`src/rtl/axicb_pkg.sv`:
```
// Shared definitions for the axicb FIFO reader slice.
//   state_t : burst sequencer states
package axicb_pkg;

    typedef enum logic {
        ST_IDLE  = 1'b0,
        ST_BURST = 1'b1
    } state_t;

    localparam int SKID_DEPTH = 2;

endpackage

```
`src/rtl/axicb_fifo_reader_skid.sv`:
```
// Two-entry registered output buffer (head + skid) holding {data,last}.
// Words leave strictly in arrival order. rd_data/rd_last come straight
// from the head register, so they hold steady while rd_valid=1 and
// rd_ready=0.
// Ports:
//   aclk, srst, flush           : clock, sync reset, sync abort (drop contents)
//   wr_en, wr_data, wr_last     : write side, one word per cycle
//   rd_valid, rd_ready          : read-side handshake, pop on rd_valid&rd_ready
//   rd_data, rd_last            : head word
//   occ[1:0]                    : registered occupancy, 0..2
module axicb_fifo_reader_skid import axicb_pkg::*; #(
    parameter int DATA_WIDTH = 8
) (
    input  logic                  aclk,
    input  logic                  srst,
    input  logic                  flush,
    input  logic                  wr_en,
    input  logic [DATA_WIDTH-1:0] wr_data,
    input  logic                  wr_last,
    output logic                  rd_valid,
    input  logic                  rd_ready,
    output logic [DATA_WIDTH-1:0] rd_data,
    output logic                  rd_last,
    output logic [1:0]            occ
);

    logic [DATA_WIDTH-1:0] head_data;
    logic                  head_last;
    logic [DATA_WIDTH-1:0] skid_data;
    logic                  skid_last;
    logic                  pop;

    assign pop      = (occ != 2'd0) && rd_ready;
    assign rd_valid = (occ != 2'd0);
    assign rd_data  = head_data;
    assign rd_last  = head_last;

    always_ff @(posedge aclk) begin
        if (srst) begin
            occ       <= 2'd0;
            head_data <= '0;
            head_last <= 1'b0;
            skid_data <= '0;
            skid_last <= 1'b0;
        end else if (flush) begin
            occ       <= 2'd0;
            head_last <= 1'b0;
        end else begin
            case (occ)
                2'd0: begin
                    if (wr_en) begin
                        head_data <= wr_data;
                        head_last <= wr_last;
                        occ       <= 2'd1;
                    end
                end
                2'd1: begin
                    if (wr_en && pop) begin
                        head_data <= wr_data;
                        head_last <= wr_last;
                    end else if (wr_en) begin
                        skid_data <= wr_data;
                        skid_last <= wr_last;
                        occ       <= 2'd2;
                    end else if (pop) begin
                        // last is only meaningful with valid; keep it low when empty
                        head_last <= 1'b0;
                        occ       <= 2'd0;
                    end
                end
                default: begin
                    // The reader never writes at occ=2, but a simultaneous
                    // write and pop is still handled as a shift.
                    if (pop) begin
                        head_data <= skid_data;
                        head_last <= skid_last;
                        if (wr_en) begin
                            skid_data <= wr_data;
                            skid_last <= wr_last;
                        end else begin
                            occ <= 2'd1;
                        end
                    end
                end
            endcase
        end
    end

endmodule

```
`src/rtl/axicb_fifo_reader.sv`:
```
// Drains a single-clock FIFO into a registered valid/ready stream framed
// as bursts of cmd_len+1 beats with a last flag. fifo_pull uses only the
// registered buffer occupancy, never m_ready, so no combinational path
// runs from consumer back to the FIFO.
// Ports:
//   aclk, srst, flush                 : clock, sync active-high reset, sync abort
//   cmd_valid, cmd_ready, cmd_len     : burst command (beats = cmd_len+1)
//   fifo_data, fifo_empty, fifo_pull  : FIFO read side
//   m_valid, m_ready, m_data, m_last  : output stream
//   busy                              : burst active or output buffer non-empty
//
// state    | meaning
// ---------+-------------------------------------------------------
// ST_IDLE  | waiting for a command, cmd_ready=1
// ST_BURST | pulling words until remaining reaches 0
module axicb_fifo_reader import axicb_pkg::*; #(
    parameter int DATA_WIDTH = 8,
    parameter int LEN_WIDTH  = 8
) (
    input  logic                  aclk,
    input  logic                  srst,
    input  logic                  flush,
    input  logic                  cmd_valid,
    output logic                  cmd_ready,
    input  logic [LEN_WIDTH-1:0]  cmd_len,
    input  logic [DATA_WIDTH-1:0] fifo_data,
    input  logic                  fifo_empty,
    output logic                  fifo_pull,
    output logic                  m_valid,
    input  logic                  m_ready,
    output logic [DATA_WIDTH-1:0] m_data,
    output logic                  m_last,
    output logic                  busy
);

    localparam logic [LEN_WIDTH:0] REM_ONE = {{LEN_WIDTH{1'b0}}, 1'b1};

    state_t             state;
    logic [LEN_WIDTH:0] remaining;
    logic [1:0]         occ;
    logic               cmd_fire;
    logic               pull_last;

    assign cmd_ready = !srst && !flush && (state == ST_IDLE);
    assign cmd_fire  = cmd_valid && cmd_ready;
    assign fifo_pull = !srst && !flush && (state == ST_BURST) &&
                       !fifo_empty && (occ < 2'd2);
    assign pull_last = (remaining == REM_ONE);
    assign busy      = (state == ST_BURST) || (occ != 2'd0);

    always_ff @(posedge aclk) begin
        if (srst || flush) begin
            state     <= ST_IDLE;
            remaining <= '0;
        end else begin
            case (state)
                ST_IDLE: begin
                    if (cmd_fire) begin
                        // extra bit makes cmd_len=all-ones a full 2^LEN_WIDTH burst
                        remaining <= {1'b0, cmd_len} + REM_ONE;
                        state     <= ST_BURST;
                    end
                end
                default: begin
                    if (fifo_pull) begin
                        remaining <= remaining - REM_ONE;
                        if (pull_last) state <= ST_IDLE;
                    end
                end
            endcase
        end
    end

    axicb_fifo_reader_skid #(
        .DATA_WIDTH(DATA_WIDTH)
    ) u_skid (
        .aclk     (aclk),
        .srst     (srst),
        .flush    (flush),
        .wr_en    (fifo_pull),
        .wr_data  (fifo_data),
        .wr_last  (pull_last),
        .rd_valid (m_valid),
        .rd_ready (m_ready),
        .rd_data  (m_data),
        .rd_last  (m_last),
        .occ      (occ)
    );

endmodule

```
`config.mk`:
```
export PLATFORM = sky130hd
export DESIGN_NAME = axicb_fifo_reader
export DESIGN_NICKNAME = d
export VERILOG_FILES = /design/src/rtl/axicb_pkg.sv /design/src/rtl/axicb_fifo_reader_skid.sv /design/src/rtl/axicb_fifo_reader.sv
export SDC_FILE = /design/constraint.sdc
export NUM_CORES = 1
export LEC_CHECK = 0
export ABC_AREA = 0
export CELL_PAD_IN_SITES_DETAIL_PLACEMENT = 2
export CELL_PAD_IN_SITES_GLOBAL_PLACEMENT = 2
export CORE_MARGIN = 2
export CORE_UTILIZATION = 32
export CTS_CLUSTER_DIAMETER = 30
export DETAILED_ROUTE_END_ITERATION = 16
export PLACE_DENSITY_LB_ADDON = 0.1
export SYNTH_ARGS = -nofsm -noshare
export SYNTH_HDL_FRONTEND = slang
export SYNTH_SLANG_ARGS = --single-unit
```
`constraint.sdc`:
```
create_clock -name aclk -period 3.5 [get_ports aclk]
set_clock_uncertainty 0.1 [all_clocks]
set_input_delay 1.05 -clock aclk [delete_from_list [all_inputs] [get_ports aclk]]
set_output_delay 1.05 -clock aclk [all_outputs]
set_load 0.005 [all_outputs]
```
Yosys cells after proc, flatten, opt, wreduce, memory -nomap -nowiden
Cells that the tools add are included.

cells by class
  $add $sub $neg = 2
  magnitude comparators = 1
  equal/unequal tests = 10
  mux-type cells = 32
  bitwise operators = 3
  reduce and logical (&&, ||, !) cells = 24

operators by type and width
  kind                                                                    count
  8-bit 2-to-1 mux                                                        6
  8-bit case mux with 2 select lines                                      2
  9-bit 2-to-1 mux                                                        3
  1-bit 2-to-1 mux                                                        12
  2-bit 2-to-1 mux                                                        6
  4-bit AND reduction                                                     3
  8-bit by 1-bit adder with 9-bit output (second input constant)          1
  9-bit by 1-bit equality test with 1-bit output (second input constant)  1
  9-bit by 1-bit subtractor with 9-bit output (second input constant)     1
  1-bit logical AND                                                       8
  2-bit by 1-bit != test with 1-bit output (second input constant)        3
  3-bit by 1-bit != test with 1-bit output (second input constant)        2
  3-bit != test (second input constant)                                   2
  2-bit nonzero test                                                      3
  5-bit AND reduction                                                     1
  1-bit case mux with 2 select lines                                      2
  2-bit case mux with 2 select lines                                      1
  1-bit logical NOT                                                       3
  1-bit inverter                                                          3
  3-bit nonzero test                                                      1
  2-bit by 1-bit equality test with 1-bit output (second input constant)  1
  2-bit logical NOT                                                       1
  1-bit logical OR                                                        2
  2-bit less-than comparator (second input constant)                      1
  other kinds (3)                                                         3

word-level totals
  bits in registers = 30
  input port bits = 22
  output and inout port bits = 13
  word-level logic and storage cells = 79

Logic depth before layout (Yosys ltp)
  depth after elaboration = 8
  gate-level depth with buffers = 7
  mapped depth without buffers = 6

Hierarchy
Synthesis repeated with hierarchy kept, for this count alone.

second synthesis, totals
  cells, all modules = 193
  area, all modules = 1,747.9 µm²

by module, submodules not included
  module                  instances  cells an instance  area an instance (µm²)  sequential area each (µm²)
  axicb_fifo_reader_skid  1          89                 955.9                   400.4
  axicb_fifo_reader       1          104                792.0                   200.2

Worst setup path after synthesis
OpenSTA, ideal clock, no wires.

  path kind = input -> output
  start = input srst
  end = output cmd_ready
  arrival time = 1.744 ns
  required time = 2.350 ns
  setup slack = 0.606 ns
  stages = 4
  buffers on the path = 2
  cell sequence = buf_2 -> or2_2 -> clkbuf_1 -> nor2_1

on the way
  word-level cells in the longest chain between the ends = 3

ends and longest elaborated chain
  what                             RTL line                 text
  from (decl)                      axicb_fifo_reader.sv:21  input logic srst,
  1-bit logical NOT                axicb_fifo_reader.sv:44  assign cmd_ready = !srst && !flush && (state == ST_IDLE);
  1-bit logical AND (2 in series)  axicb_fifo_reader.sv:44
  to (decl)                        axicb_fifo_reader.sv:24  output logic cmd_ready,

Every way passes these cells.

Worst setup path in the final report
  start = input flush
  end = output cmd_ready

on the way
  word-level cells in the longest chain between the ends = 3

ends and longest elaborated chain
  what                             RTL line                 text
  from (decl)                      axicb_fifo_reader.sv:22  input logic flush,
  1-bit logical NOT                axicb_fifo_reader.sv:44
  1-bit logical AND (2 in series)  axicb_fifo_reader.sv:44

Every way passes these cells.

==> summary.txt <==
Synth
  • Main synth FF type: dfxtp_1
  • Mean cell area of the mapped netlist: 8.69 sq um
  • Synth cell types: 49
  • Async set-or-reset flop fraction in the synthesized netlist: 0%
  • Synth warnings: 0
  • #FFs+latches synth: 30
  • Sequential element share of the synthesized area: 35.1%
  • Syn_nets: 222
  • Synth Instances: 197
  • Synth Cell Area: 1710 sq um
  • EDFF count, synth: 0

Clock network
  • Total CTS buffers: 5
  • H-Tree Depth: 2
  • Clk sink count: 30
  • CTS tree: built
  • Root buf cell: clkbuf_8
  • Clock transition at the registers of the reported paths: 70 ps
  • Clk buf depth: 2
  • Clock Latency Late Sink: 290 ps

Min path
  • Hold Crit Class: reg -> reg
  • Hold_sp: remaining[7]$_SDFFE_PP0P_

Cells and area
  • Final non-filler cell area: 2270 sq um
  • Final #Nets: 258
  • Storage element area: 601 sq um
  • Area Overhead vs Synth: 32.7%
  • Multi-input combinational cell area: 1010 sq um
  • Filler instances: 608
  • # diodes: 0
  • Layout cell share with drive strength beyond 1: 14.1%

Timing
  • RSZ-0062 raised after global routing: no
  • Minimum clock period: 3440 ps
  • Final setup fails: 0
  • Max-slew headroom at the worst pin: 46.7%
  • Final slew viol count: 0
  • Final period utilization: 98.2%
  • Post-Route Setup TNS: 0 ps
  • Final WS setup: 64.5 ps
  • Fmax: 291 MHz
  • Hold Worst Slack: 406 ps
  • Slew @ Worst Pin: 794 ps
  • Final Hold Viols: 0

Die
  • Core box area: 5140 sq um
  • Row count: 26
  • Die X: 77.2 microns
  • IO Pins: 35
  • Initial cell density of the core: 33.3%
  • Die Area: 5950 sq um
  • Die boundary height: 77.2 microns

Setup path
  • Worst-path fanout max: 3
  • CP endpoint kind: output port
  • Reg2reg start: u_skid.occ[1]$_SDFFE_PP0P_
  • Worst path cell trace: dlygate4sd2_1, or2_2, nor2_1, clkdlybuf4s50_1
  • Largest stage delay on the critical path: 520 ps
  • Startpoint Class: input port
  • WP data arrival: 2290 ps
  • Critical path class: in -> out
  • CP required: 2350 ps
  • CP Launch Point: flush
  • Slowest-stage cell, CP: clkdlybuf4s50_1

Global routing
  • Largest net degree at the start of global routing: 17
  • Total Routing Usage GR: 20.3%
  • GRT overflow: 0
  • Vias in the first global route: 1848
  • Initial antenna violation count: 0
  • First-pass GRT wire length: 9.44 mm

Placed design
  • Pre-CTS setup slack: -165 ps
  • Hpwl dp: 4.20 mm
  • Port Buf Inserts: 34
  • Gpl congestion: 0.748
  • DP Area: 2130 sq um

Routing
  • Number of DRC markers in iteration 0: 67
  • Routed WL: 5.61 mm
  • Antenna-violating nets left: 0
  • Router iterations before antenna repair: 4
  • Per-cell routed wire length: 18.4 microns
  • Vias: 1661
  • Vias per inst: 5.46
  • Drc violations: 0

Power and ir drop
  • PwrDens: 401 nW/um^2
  • Maximum VDD drop: 0.000196 V
  • LEAKAGE: 0.860 nW
  • Tot Pwr: 0.913 mW

Outcome
  • Status: completed

Run
  • Max_cap viols: 0
==> what timing repair did <==
action                     in CTS  in global routing
buffers inserted                0                  0
setup endpoints to repair       2                  0
hold buffers                    0                  0
resized for setup               4                  0
hold endpoints to repair        0                  0
==> area by class of cell <==
class | instances | share of cell area [%]
well taps | 70 | 3.85
multi-input cells | 146 | 44.4
clock inverters | 2 | 2.64
repair buffers | 44 | 18.1
inverters | 6 | 0.991
clock buffers | 6 | 3.63
flip-flops and latches | 30 | 26.4
==> synthesized netlist by cell type, types with 4 or more instances <==
library cell  instances  area (sq um)
dfxtp_1              30           601
a21oi_1              21           105
nor2_1               19          71.3
mux2i_1              18           180
o21ai_0              10          50.1
buf_2                 9          45.0
a311oi_1              8          70.1
nand2_1               7          26.3
inv_1                 6          22.5
nand3_1               5          25.0
nor3_1                5          25.0
nor2b_1               4          25.0
==> cells in the final DEF (no fill, tap or decap), types with 3 or more instances in the layout <==
cell type / n
nand2_1: 7
nor2_1: 19
inv_1: 6
clkdlybuf4s50_1: 31
a211oi_1: 3
buf_4: 10
a311oi_1: 8
mux2i_1: 18
a21oi_1: 21
clkbuf_8: 6
dfxtp_1: 30
dlygate4sd2_1: 3
ha_1: 3
nor2b_1: 4
o21ai_0: 10
nor3_1: 5
nor3_2: 3
nand3_1: 5
==> per-layer routing <==
metal | vias to the layer above | track usage, % | routed length (microns)
met5 | - | 0 | 0
met4 | 0 | 4.82 | 58
met3 | 6 | 5.29 | 197
met2 | 25 | 38.7 | 3070
met1 | 826 | 22.0 | 2290
li1 | 804 | - | -
==> worst paths after layout <==
kind | to | cells after the start | slack [ps]
worst min-delay path | remaining[7]$_SDFFE_PP0P_ | 2 | 410
worst max-delay path | cmd_ready | 4 | 60
worst min register to register | remaining[7]$_SDFFE_PP0P_ | 2 | 410
worst max register to register | remaining[2]$_SDFFE_PP0P_ | 4 | 1450
==> logic make-up (layout without fill, tap and decap cells) <==
family / Yosys count / count (layout) / share of synthesized area [%]
AND/OR/NAND/NOR: 60 / 60 / 20.2
AO/OA/AOI/OAI: 62 / 62 / 24.1
flip-flops: 30 / 30 / 35.1
XOR/XNOR: 3 / 3 / 1.53
adder cells (fa/ha/maj): 3 / 3 / 2.19
multiplexers: 18 / 18 / 10.5
buffers and inverters: 21 / 58 / 6.35
==> through the flow <==
stage               util, %  std cells
finish                 44.2        304
global route           44.2        304
global placement       41.4        296
floorplan                 -        197
detailed placement     41.4        296
CTS                    44.2        304
==> flip-flops by register name, indices dropped and copies added (netlist names) <==
register          cells
u_skid.occ            2
u_skid.rd_data        8
u_skid.rd_last        1
u_skid.skid_data      8
u_skid.skid_last      1
state                 1
remaining             9
==> power by group <==
part | switching [mW] | internal [mW]
clock | 0.141 | 0.304
combinational | 0.0597 | 0.0556
sequential | 0.00605 | 0.346
total | 0.207 | 0.705
==> worst max-delay path, delay by kind of cell <==
kind / cells / cell delay, ps
buffers and inverters: 2 / 790
AND/OR/NAND/NOR: 2 / 440
No activity file was read; power rests on OpenSTA's default activity.
==> variant 1: new RTL, config.mk and constraints unchanged <==
`DATA_WIDTH` is set to 8 in 2 places; all go to 10.
--- a/src/rtl/axicb_fifo_reader_skid.sv
+++ b/src/rtl/axicb_fifo_reader_skid.sv
@@ -9,7 +9,7 @@
 //   rd_data, rd_last            : head word
 //   occ[1:0]                    : registered occupancy, 0..2
 module axicb_fifo_reader_skid import axicb_pkg::*; #(
-    parameter int DATA_WIDTH = 8
+    parameter int DATA_WIDTH = 10
 ) (
     input  logic                  aclk,
     input  logic                  srst,
--- a/src/rtl/axicb_fifo_reader.sv
+++ b/src/rtl/axicb_fifo_reader.sv
@@ -14,7 +14,7 @@
 // ST_IDLE  | waiting for a command, cmd_ready=1
 // ST_BURST | pulling words until remaining reaches 0
 module axicb_fifo_reader import axicb_pkg::*; #(
-    parameter int DATA_WIDTH = 8,
+    parameter int DATA_WIDTH = 10,
     parameter int LEN_WIDTH  = 8
 ) (
     input  logic                  aclk,
Interface: changed (resized fifo_data and m_data); port bits go from 35 to 39. The function was not compared with the original's and may differ.
==> variant 1 against the original RTL <==
- area after synthesis up 8.2%
- sequential cell count up 4
- total power down 12%
- combinational power up 9%
- largest cell class unchanged
- critical endpoint is now fifo_pull
- highest routed layer unchanged
- clock power down 38%
- via count up 5.5%
- routed wire length up 5.5%
- synthesized cell count up 8.6%
- final area up 5.7%
- sequential share of layout area up 1.9 points
- setup slack better by 72 ps
==> variant 1: results (changes against the original RTL) <==
[logic_synthesis]
synth_fp_nets=241  ; was 222
synthTopCellsByArea=dfxtp_1, mux2i_1, nor2_1  ; was dfxtp_1, mux2i_1, a21oi_1
syn_area_per_cell_um2=8.66  ; was 8.69 um^2
ys_types=45  ; was 49
ys_seq_area_share_pct=36.7  ; was 35.1%
yosys_warnings=0  ; unchanged
synthTopCellsByCount=dfxtp_1, nor2_1, mux2i_1  ; was dfxtp_1, a21oi_1, nor2_1

[timing]
whs_ps=370  ; was 406 ps
slew_headroom_pct=56.7  ; was 46.7%

[clock_network]
htree_levels=2  ; unchanged
cts.path.max_buffers=2  ; unchanged
cts_made_buffers=5  ; unchanged
postCtsResizedCells=5  ; was 4
root_buffer=clkbuf_8  ; unchanged
clk_latency_ps=280
post_cts_buffers=0  ; unchanged

[placement]
dp_hpwl_um=4450  ; was 4200 um
place_inst=320  ; was 296
portBuffers=38  ; was 34
gp_congestion=0.733  ; was 0.748

[setup_path]
slowest_stage=clkdlybuf4s50_1  ; unchanged
r2r-end=remaining[0]  ; was remaining[2]
reg2reg_depth=5  ; was 4
cp_slowest_stage_delay_ps=490  ; was 520 ps
cp-endpoint=fifo_pull  ; was cmd_ready
ff2ff_setup_slack_ps=1410  ; was 1450 ps
critPathLaunch=flush  ; unchanged
crit_arrival_ps=2210  ; was 2290 ps

[grt]
grt_antenna_before_repair=0  ; unchanged
grt_pass1_vias=1956  ; was 1848
grt_pass1_wl_um=9690  ; was 9440 um
grt_max_degree=22  ; was 17
grtUsageTotal_pct=19.5  ; was 20.3%

[route]
routedWlPerCell_um=18.1  ; was 18.4 um
first_pass_iters=3  ; was 4
num_vias=1753  ; was 1661
first_iter_violations=52  ; was 67

[worst_hold_path]
whs_path_depth=2  ; unchanged
hold_path.class=reg -> reg  ; unchanged
holdPathEnd=remaining[8]  ; was remaining[7]
min_from=remaining[8]  ; was remaining[7]

[power_and_ir_drop]
swShare_pct=26.7  ; was 22.7%
p_seq_share_pct=50.0  ; was 38.6%
pwr-share-comb_pct=15.6  ; was 12.6%
p_leak_nw=0.928  ; was 0.860 nW
vdd_ir_drop_max_v=0.000230  ; was 0.000196 V

[run_status]
status=complete, no violations  ; unchanged

[cells_and_area]
num_antenna_cells=0  ; unchanged
drive_gt1_share_pct=12.2  ; was 14.1%
layout.cells.non_filler=327  ; was 304
layout.nets=282  ; was 258

variant 1: changes by cell type after synthesis, sizes merged, moves of 3 or more:
cell	change
nor2	+12
a211oi	+8
a311oi	-8
a21oi	-6
o21ai	-6
clkbuf	+4
dfxtp	+4
buf	-3
mux2i	+3
nor4	+3
variant 1: layout make-up:
| cell class | instances | area (um^2) |
|---|---|---|
| Fill cell | 633 | 3140 |
| Multi-Input combinational cell | 158 | 1070 |
| Sequential cell | 34 | 681 |
| Timing Repair Buffer | 50 | 465 |
| Tap cell | 72 | 90.1 |
| Clock buffer | 5 | 68.8 |
| Inverter | 6 | 22.5 |
| Clock inverter | 2 | 10.0 |
variant 1: through the flow:
| stage | total power, mW | setup slack [ps] | util, % | instance area [um^2] |
|---|---|---|---|---|
| 6_report | 0.804 | 137 | 43.4 | 2400 |
| 5_1_grt | 0.844 | 71.1 | 43.4 | 2400 |
| 4_1_cts | 0.815 | 130 | 43.4 | 2400 |
| 3_5_place_dp | 0.538 | -106 | 42.0 | 2330 |
| 3_3_place_gp | 0.529 | -65.5 | 42.0 | 2330 |
| 2_1_floorplan | 0.472 | 718 | - | 1850 |
variant 1: kinds of logic (layout without fill, tap and decap cells):
kind of cell,count (synthesis),after routing,synth area share [%]
AO/OA/AOI/OAI,52,52,19.2
multiplexers,21,21,11.3
XOR/XNOR,3,3,1.42
adder cells (fa/ha/maj),3,3,2.03
AND/OR/NAND/NOR,79,79,23.4
flip-flops,34,34,36.7
buffers and inverters,22,63,5.87
variant 1: worst max-delay path: cells and delay by family:
family                 cells  cell delay (ps)
buffers and inverters      4              950
AND/OR/NAND/NOR            2              200
variant 1: per-layer routing:
layer	track usage, %	wire length, um
met1	22.6	2540
met2	36.0	3150
met3	3.82	155
met4	5.59	72
met5	0	0
==> variant 2: new RTL, same settings <==
Made on the original files. Make the reset (`srst`) asynchronous in one clocked block. Comments in the files are not updated.
--- a/src/rtl/axicb_fifo_reader_skid.sv
+++ b/src/rtl/axicb_fifo_reader_skid.sv
@@ -35,7 +35,7 @@
     assign rd_data  = head_data;
     assign rd_last  = head_last;
 
-    always_ff @(posedge aclk) begin
+    always_ff @(posedge aclk or posedge srst) begin
         if (srst) begin
             occ       <= 2'd0;
             head_data <= '0;
Behaviour: differs if srst is asserted again (counterexample within 4 cycles, from zero or initial values and one cycle with srst high); with srst held inactive, the same outputs for 10 cycles.
==> variant 2 against the original RTL <==
- sequential cell count unchanged
- final area decreased by 1.2%
- die area shrank 3.9%
- area after synthesis down 4.2%
- fmax increased by 2.7%
- sequential share of layout area increased by 4.8 points
- hold slack worse by 11 ps
- routed wire length down 12%
- synthesized cell count fell by 13%
- setup slack gained 89 ps
- total power down 8.7%
- global-route usage is 1.5 points lower
- highest routed layer unchanged
==> variant 2: results (changes against the original RTL) <==
[run_status]
status=complete, no violations  ; unchanged

[cells_and_area]
layout.nets=246  ; was 258
num_antenna_cells=0  ; unchanged
clockNetworkAreaShare_pct=4.23  ; was 6.27%
layout.cells.non_filler=292  ; was 304
buffers_excl_clock=49  ; was 44
fill_cells=557  ; was 608
multi_input_area_share_pct=39.1  ; was 44.4%
multi_input_comb_cells=126  ; was 146
ff_latch_area_um2=701  ; was 601 um^2
drive_gt1_share_pct=13.5  ; was 14.1%
bufAreaShareNonClock_pct=20.1  ; was 18.1%
nonClockInverterCount=9  ; was 6
sh_seq_area_pct=31.2  ; was 26.4%

[timing]
slew_headroom_pct=56.2  ; was 46.7%
fin_crit_sh_pct=95.6  ; was 98.2%
setup_viol=0  ; unchanged
whs_ps=395  ; was 406 ps

[route]
met3_length_um=162  ; was 197 um
wl_met1_um=1920  ; was 2290 um
met2_length_um=2800  ; was 3070 um
first_iter_violations=34  ; was 67
viasPerCell=5.24  ; was 5.46
routed_wl_um=4930  ; was 5610 um
top_layer_used=met4  ; unchanged

[grt]
grt_max_degree=21  ; was 17
grtUsageTotal_pct=18.8  ; was 20.3%
grt_pass1_wl_um=8000  ; was 9440 um
grt_pass1_vias=1646  ; was 1848
gr-usage-met2_pct=37.0  ; was 38.7%
grtUsageMet3_pct=3.97  ; was 5.29%
met1_usage_pct=19.9  ; was 22.0%

[placement]
placed_cell_area_um2=2150  ; was 2130 um^2
dp_hpwl_um=3850  ; was 4200 um
pre_cts_slack_ps=-183  ; was -165 ps
place_inst=283  ; was 296
gp_congestion=0.745  ; was 0.748
portBuffers=34  ; unchanged

[setup_path]
cp_slowest_stage_delay_ps=500  ; was 520 ps
cp_top_family=buffers and inverters  ; unchanged
reg2reg_depth=6  ; was 4
crit_arrival_ps=2200  ; was 2290 ps
path_max_fanout=2  ; was 3

[logic_synthesis]
synthCells=171  ; was 197
synthTopCellsByArea=dfrtp_1, dfxtp_1, mux2_1  ; was dfxtp_1, mux2i_1, a21oi_1
synth_ff_type=dfrtp_1  ; was dfxtp_1
synthTopCellsByCount=dfrtp_1, nand2_1, o21ai_1  ; was dfxtp_1, a21oi_1, nor2_1
postSynth.asyncResetShare_pct=66.7  ; was 0%
synth_fp_nets=196  ; was 222
synthMuxAreaShare_pct=12.3  ; was 10.5%
synth-compound-area-share_pct=18.6  ; was 24.1%
synthXorXnorAreaFrac_pct=2.13  ; was 1.53%
yosys_warnings=0  ; unchanged
ys_types=42  ; was 49
synthAdderAreaFrac_pct=2.29  ; was 2.19%

[power_and_ir_drop]
p_leak_nw=0.938  ; was 0.860 nW

variant 2: where the power goes:
part / switching [mW] / internal, mW
Sequential: 0.0168 / 0.367
Clock: 0.140 / 0.158
Combinational: 0.0686 / 0.0826
variant 2: path summary, 6_finish.rpt:
kind / from / end
setup / recovery: srst / cmd_ready
hold / removal: u_skid.rd_data[4] / u_skid.rd_data[4]
setup reg to reg: state / u_skid.skid_data[0]
hold reg to reg: u_skid.rd_data[4] / u_skid.rd_data[4]
max in group asynchronous: srst / u_skid.skid_data[4]
min in group asynchronous: srst / u_skid.occ[0]
variant 2: worst min-delay path, cell delays in order, from the launching register on:
cell     delay [ps]
dfrtp_1         340
nand2_1          50
o21ai_1          60
variant 2: timing repair:
item / 4_1_cts / 5_1_grt
setup buffers: 1 / 0
pin swaps: 1 / 1
gates resized for setup: 3 / 1
setup endpoints to repair: 2 / 1
hold endpoints to repair: 0 / 0
